[config.mk]
export PLATFORM = sky130hd
export DESIGN_NAME = hazard_sched
export DESIGN_NICKNAME = d
export VERILOG_FILES = /design/src/rtl/hazard_sched.sv
export SDC_FILE = /design/constraint.sdc
export NUM_CORES = 1
export LEC_CHECK = 0
export ABC_AREA = 1
export BUFFER_PORTS_ARGS = -buffer_cell sky130_fd_sc_hd__buf_2
export CAP_MARGIN = 20
export CELL_PAD_IN_SITES_DETAIL_PLACEMENT = 1
export CELL_PAD_IN_SITES_GLOBAL_PLACEMENT = 1
export CORE_ASPECT_RATIO = 0.7
export CORE_UTILIZATION = 23
export DETAILED_ROUTE_END_ITERATION = 12
export PLACE_DENSITY = 0.89
export SYNTH_ARGS = -nofsm -noshare
export SYNTH_HDL_FRONTEND = slang
export SYNTH_SLANG_ARGS = --single-unit
[constraint.sdc]
create_clock -name clk_i -period 2.2 [get_ports clk_i]
set_clock_uncertainty 0.1 [all_clocks]
set_input_delay 0.55 -clock clk_i [delete_from_list [all_inputs] [get_ports clk_i]]
set_output_delay 0.55 -clock clk_i [all_outputs]
set_load 0.01 [all_outputs]
[src/rtl/hazard_sched.sv]
// Hazard controller and execute-stage scheduler: operand forwarding,
// load-use / PC-write stalls and flushes, and multi-cycle op sequencing.
module hazard_sched #(
    parameter int MUL_CYCLES = 4
) (
    input  logic       clk_i,
    input  logic       reset_i,
    input  logic [3:0] RA1D_i,
    input  logic [3:0] RA2D_i,
    input  logic [3:0] RA1E_i,
    input  logic [3:0] RA2E_i,
    input  logic [3:0] WA3E_i,
    input  logic [3:0] WA3M_i,
    input  logic [3:0] WA3W_i,
    input  logic       RegWriteE_i,
    input  logic       RegWriteM_i,
    input  logic       RegWriteW_i,
    input  logic       MemtoRegE_i,
    input  logic       PCSrcD_i,
    input  logic       PCSrcE_i,
    input  logic       PCSrcM_i,
    input  logic       PCSrcW_i,
    input  logic       BranchTakenE_i,
    input  logic       MulStartE_i,
    output logic [1:0] ForwardAE_o,
    output logic [1:0] ForwardBE_o,
    output logic       StallF_o,
    output logic       StallD_o,
    output logic       StallE_o,
    output logic       FlushD_o,
    output logic       FlushE_o,
    output logic       BubbleM_o,
    output logic       MulDoneE_o,
    output logic       Busy_o
);

    localparam int CW = $clog2(MUL_CYCLES) + 1;
    localparam logic [CW-1:0] CNT_INIT =
        CW'((MUL_CYCLES > 1) ? (MUL_CYCLES - 2) : 0);

    typedef enum logic {
        IDLE,
        BUSY
    } state_t;

    state_t          state_q, state_d;
    logic [CW-1:0]   cnt_q, cnt_d;
    logic            mul_stall;
    logic            mul_done;
    logic            ldr_stall;
    logic            pc_pend;

    function automatic logic [1:0] fwd_sel(
        input logic [3:0] ra,
        input logic       rw_m,
        input logic [3:0] wa_m,
        input logic       rw_w,
        input logic [3:0] wa_w
    );
        logic [1:0] sel;
        sel = 2'b00;
        // R15 reads the PC path, never a forwarded result
        if (ra != 4'd15) begin
            if (rw_m && (wa_m == ra)) begin
                sel = 2'b10;
            end else if (rw_w && (wa_w == ra)) begin
                sel = 2'b01;
            end
        end
        return sel;
    endfunction

    always_comb begin
        state_d   = state_q;
        cnt_d     = cnt_q;
        mul_stall = 1'b0;
        mul_done  = 1'b0;
        unique case (state_q)
            IDLE: begin
                if (MulStartE_i) begin
                    if (MUL_CYCLES == 1) begin
                        mul_done = 1'b1;
                    end else begin
                        mul_stall = 1'b1;
                        state_d   = BUSY;
                        cnt_d     = CNT_INIT;
                    end
                end
            end
            BUSY: begin
                if (cnt_q != '0) begin
                    mul_stall = 1'b1;
                    cnt_d     = cnt_q - CW'(1);
                end else begin
                    mul_done = 1'b1;
                    state_d  = IDLE;
                end
            end
            default: state_d = IDLE;
        endcase
    end

    always_ff @(posedge clk_i) begin
        if (reset_i) begin
            state_q <= IDLE;
            cnt_q   <= '0;
        end else begin
            state_q <= state_d;
            cnt_q   <= cnt_d;
        end
    end

    assign ldr_stall = MemtoRegE_i & RegWriteE_i &
                       ((WA3E_i == RA1D_i) | (WA3E_i == RA2D_i));
    assign pc_pend   = PCSrcD_i | PCSrcE_i | PCSrcM_i;

    always_comb begin
        ForwardAE_o = 2'b00;
        ForwardBE_o = 2'b00;
        StallF_o    = 1'b0;
        StallD_o    = 1'b0;
        StallE_o    = 1'b0;
        FlushD_o    = 1'b0;
        FlushE_o    = 1'b0;
        BubbleM_o   = 1'b0;
        MulDoneE_o  = 1'b0;
        Busy_o      = 1'b0;
        if (!reset_i) begin
            ForwardAE_o = fwd_sel(RA1E_i, RegWriteM_i, WA3M_i,
                                  RegWriteW_i, WA3W_i);
            ForwardBE_o = fwd_sel(RA2E_i, RegWriteM_i, WA3M_i,
                                  RegWriteW_i, WA3W_i);
            StallF_o    = ldr_stall | pc_pend | mul_stall;
            StallD_o    = ldr_stall | mul_stall;
            StallE_o    = mul_stall;
            BubbleM_o   = mul_stall;
            MulDoneE_o  = mul_done;
            Busy_o      = (state_q == BUSY);
            // the held op in E must survive any redirect
            if (!mul_stall) begin
                FlushD_o = pc_pend | PCSrcW_i | BranchTakenE_i;
                FlushE_o = ldr_stall | BranchTakenE_i;
            end
        end
    end

endmodule

==> results.md <==
- Outcome: complete, no violations
- Average detailed-routed wire length per instance: around 11 um
- Final min period: around 2.2 ns
- Crit path required time: between 1.5 and 2 ns
- Number of I/O pins: 52
- Die Y-Extent: 48.14 um
- HPWL after DPL: between 2000 and 2500 um
- Maximum operating frequency: 463.0 MHz
- Instance count of the mapped netlist: approximately 140
- First-pass GRT wire length: roughly 3800 um
- Ratio of routed vias to standard cells: around 4.4
- CORE AREA: between 2000 and 3000 um^2
- Mean instance size in the synthesized netlist: 5.143 um^2
- Count of buffers from port buffering: between 50 and 60
- Share of the synthesized netlist area taken by xor and xnor gates: 0.1002
- RSZ-0062 raised after global routing: yes
- Top cell type's share of synthesized area: 0.2469
- Vias in the first global route: a little under 900
- Switching power: between 150 and 200 uW
- Total of max-cap violations: 0
- Multiplexer share of the synthesized area: 0
- Post-synthesis instance area: between 600 and 700 um^2
- Relative contribution of the clock network to total power: 0.358
- Maximum number of pins on one net before global-route repair: 9
- Final hold slack: about 0.34 ns
- Die X: 67.91 um
- Category of the most critical setup path: flop to output port
- DRT iter0 DRCs: 9
- Total Die Area: 3269 um^2
- Power share of the combinational group: 0.459
- CTS tree: done
- Fin. max-slew vios: 0
- Fraction of the cycle the final worst path needs: 0.9817
- CTS Root Buffer Type: sky130_fd_sc_hd__clkbuf_8
- Most frequent cells in the layout: 49 x sky130_fd_sc_hd__buf_2, 42 x sky130_fd_sc_hd__nand2_1, 23 x sky130_fd_sc_hd__inv_1, 15 x sky130_fd_sc_hd__nor2_1, 8 x sky130_fd_sc_hd__inv_2
- Setup Total Neg Slack: 0 ns
- Post-detailed-route DRC marker count: 0
- Crit path capture type: output port
- Clock Path Buffers: 2
- Main combinational cell family by area after synthesis: simple AND/OR/NAND/NOR gates
- Count of standard-cell rows: 16
- Crit path launch type: flop
- Internal power: between 200 and 300 uW
- Antenna cells: 0
- Total routing resource utilization after global routing: 0.1628
- Maximum level of the CTS H-tree: 1
- Number of buffers created by CTS: 3
- Peak fanout along the critical path: 3
- Clock latency of the later-clocked register in the worst-skew pair: 0.22 ns
- Non-filler instance count after layout: 227
- Core occupancy in the finished layout: 0.3908
- Sum of overflow across all layers after global routing: 0
- Switching share of power: 0.3544
- Total power consumption of the routed design: between 400 and 500 uW
- Proportion of layout cells with a drive suffix above 1: 0.4136
- Synth Register Bits: 4
- Data arrival time of the critical path: 1.51 ns
- Number of instances in the placed design: roughly 220
- Worst vdd ir: between 0.0003 and 0.0004 V
- Synthesized-area fraction occupied by and/or/nand/nor cells: 0.4258
- Area overhead of the layout relative to synthesis: 58.86%
- Leakage dissipation: around 0.00066 uW
- Netlist cell types: 21
- Type of the worst min-delay path: flop to flop
- Post-synth top area cell: sky130_fd_sc_hd__nand2_1
- Syn_nets: 178
- Setup Viol. Count Final: 0
- Top cells by area, synth: sky130_fd_sc_hd__nand2_1 25%, sky130_fd_sc_hd__inv_1 13%, sky130_fd_sc_hd__dfxtp_1 11%, sky130_fd_sc_hd__nor2_1 10%, sky130_fd_sc_hd__xnor2_1 5.0%
- Total clock sinks: 4
- Slew at the pin closest to its max-slew limit: roughly 0.30 ns
- Pwr Density: roughly 410 nW/um^2
- Sequential area share after synthesis: 0.1145
- Final #Nets: 235
- Number of warnings reported in the yosys synthesis log: 0
- Compound-cell area share of the yosys netlist: 0.1360
- DRT antenna net count: 0
- Gp weighted congestion: about 0.79
- Commonest non-fill, non-tap cell in the layout: sky130_fd_sc_hd__buf_2
- Worst slew margin: 0.7960
- Post-Synth Adder-Cell Area: 0.03578
- Effective utilization at floorplan: 0.2460
- Final Hold Violating Endpoints: 0
- DRT Wirelength: 2609 um
- Register clock-pin slew on the reported worst setup and hold paths: roughly 0.030 ns
- Initial antenna violation count: 0
- Iteration count of the initial detailed-routing pass: 3
- Vias: 988
- Reg power frac: 0.183
state kept, by name (all words and copies together) (netlist names):
name and cells:
cnt_q 3, state_q 1
final timing paths:
check             slack [ns]  cells after the start  endpoint     start
setup / recovery        0.04                     11  StallF_o  cnt_q[0]
hold / removal          0.34                      1  cnt_q[0]  cnt_q[0]
setup reg to reg        0.64                      8  cnt_q[2]  cnt_q[0]
hold reg to reg         0.34                      1  cnt_q[0]  cnt_q[0]
synth_stat cells (all sizes together):
cell type  instances
or3                1
nand4              3
nor2              20
buf                2
o32ai              1
ha                 2
dfxtp              4
o221ai             2
or2                2
o21ai              4
a211oi             1
xor2               4
xnor2              4
a21oi              6
nand2             46
inv               31
o22ai              1
nor3               2
power by group through the flow:
| stage | Clock (uW) | Sequential [uW] | Combinational [uW] |
|---|---|---|---|
| 6_report | 162 | 82.7 | 208 |
| 5_1_grt | 168 | 83.1 | 233 |
| 4_1_cts | 167 | 82.5 | 200 |
| 3_5_place_dp | 0 | 83.3 | 175 |
| 3_3_place_gp | 0 | 82.8 | 170 |
| 2_1_floorplan | 0 | 82.4 | 97.8 |
logic make-up (layout without fill, tap and decap cells):
group	count (synthesis)	in the layout
xor+xnor	8	8
flops	4	4
simple gates	74	74
compound gates	15	15
fa+ha+maj	2	2
buf+inv	33	88
stage by stage:
step | cell area [um^2] | setup WS [ns]
floorplan | 699.4 | 0.1210
global placement | 984.7 | 0.07362
detailed placement | 984.7 | 0.03434
CTS | 1079 | 0.01071
global route | 1111 | -0.04238
finish | 1111 | 0.04027
layout make-up:
type | instances | area [um^2]
Clock buffer | 3 | 41.29
Sequential cell | 4 | 81.33
Tap cell | 36 | 45.04
Multi-Input combinational cell | 99 | 536.8
Fill cell | 420 | 1732
Timing Repair Buffer | 54 | 290.3
Inverter | 31 | 116.4
worst max-delay path, stage by stage (launching register included):
cell	delay (ns)
sky130_fd_sc_hd__dfxtp_2	0.33
sky130_fd_sc_hd__inv_1	0.04
sky130_fd_sc_hd__ha_2	0.19
sky130_fd_sc_hd__ha_4	0.17
sky130_fd_sc_hd__nor2_4	0.09
sky130_fd_sc_hd__inv_2	0.06
sky130_fd_sc_hd__nand2_4	0.07
sky130_fd_sc_hd__inv_2	0.04
sky130_fd_sc_hd__nand2_2	0.07
sky130_fd_sc_hd__nand2_2	0.06
sky130_fd_sc_hd__nand2_2	0.06
sky130_fd_sc_hd__buf_6	0.10
per-layer routing:
layer,GRT usage,part of all wire,wire length (um),vias to the layer above
li1,-,-,-,524
met1,0.2230,0.49,1290,452
met2,0.2653,0.47,1237,12
met3,0.04206,0.031,81,0
met4,0.02500,0,0,0
met5,0,0,0,-
repair_timing:
action	4_1_cts	5_1_grt
setup endpoints to repair	6	6
resized for setup	11	7
hold buffers	0	0
pin swaps	1	1
buffers inserted	2	1
cloned	0	0
(Power assumes the default switching activity.)
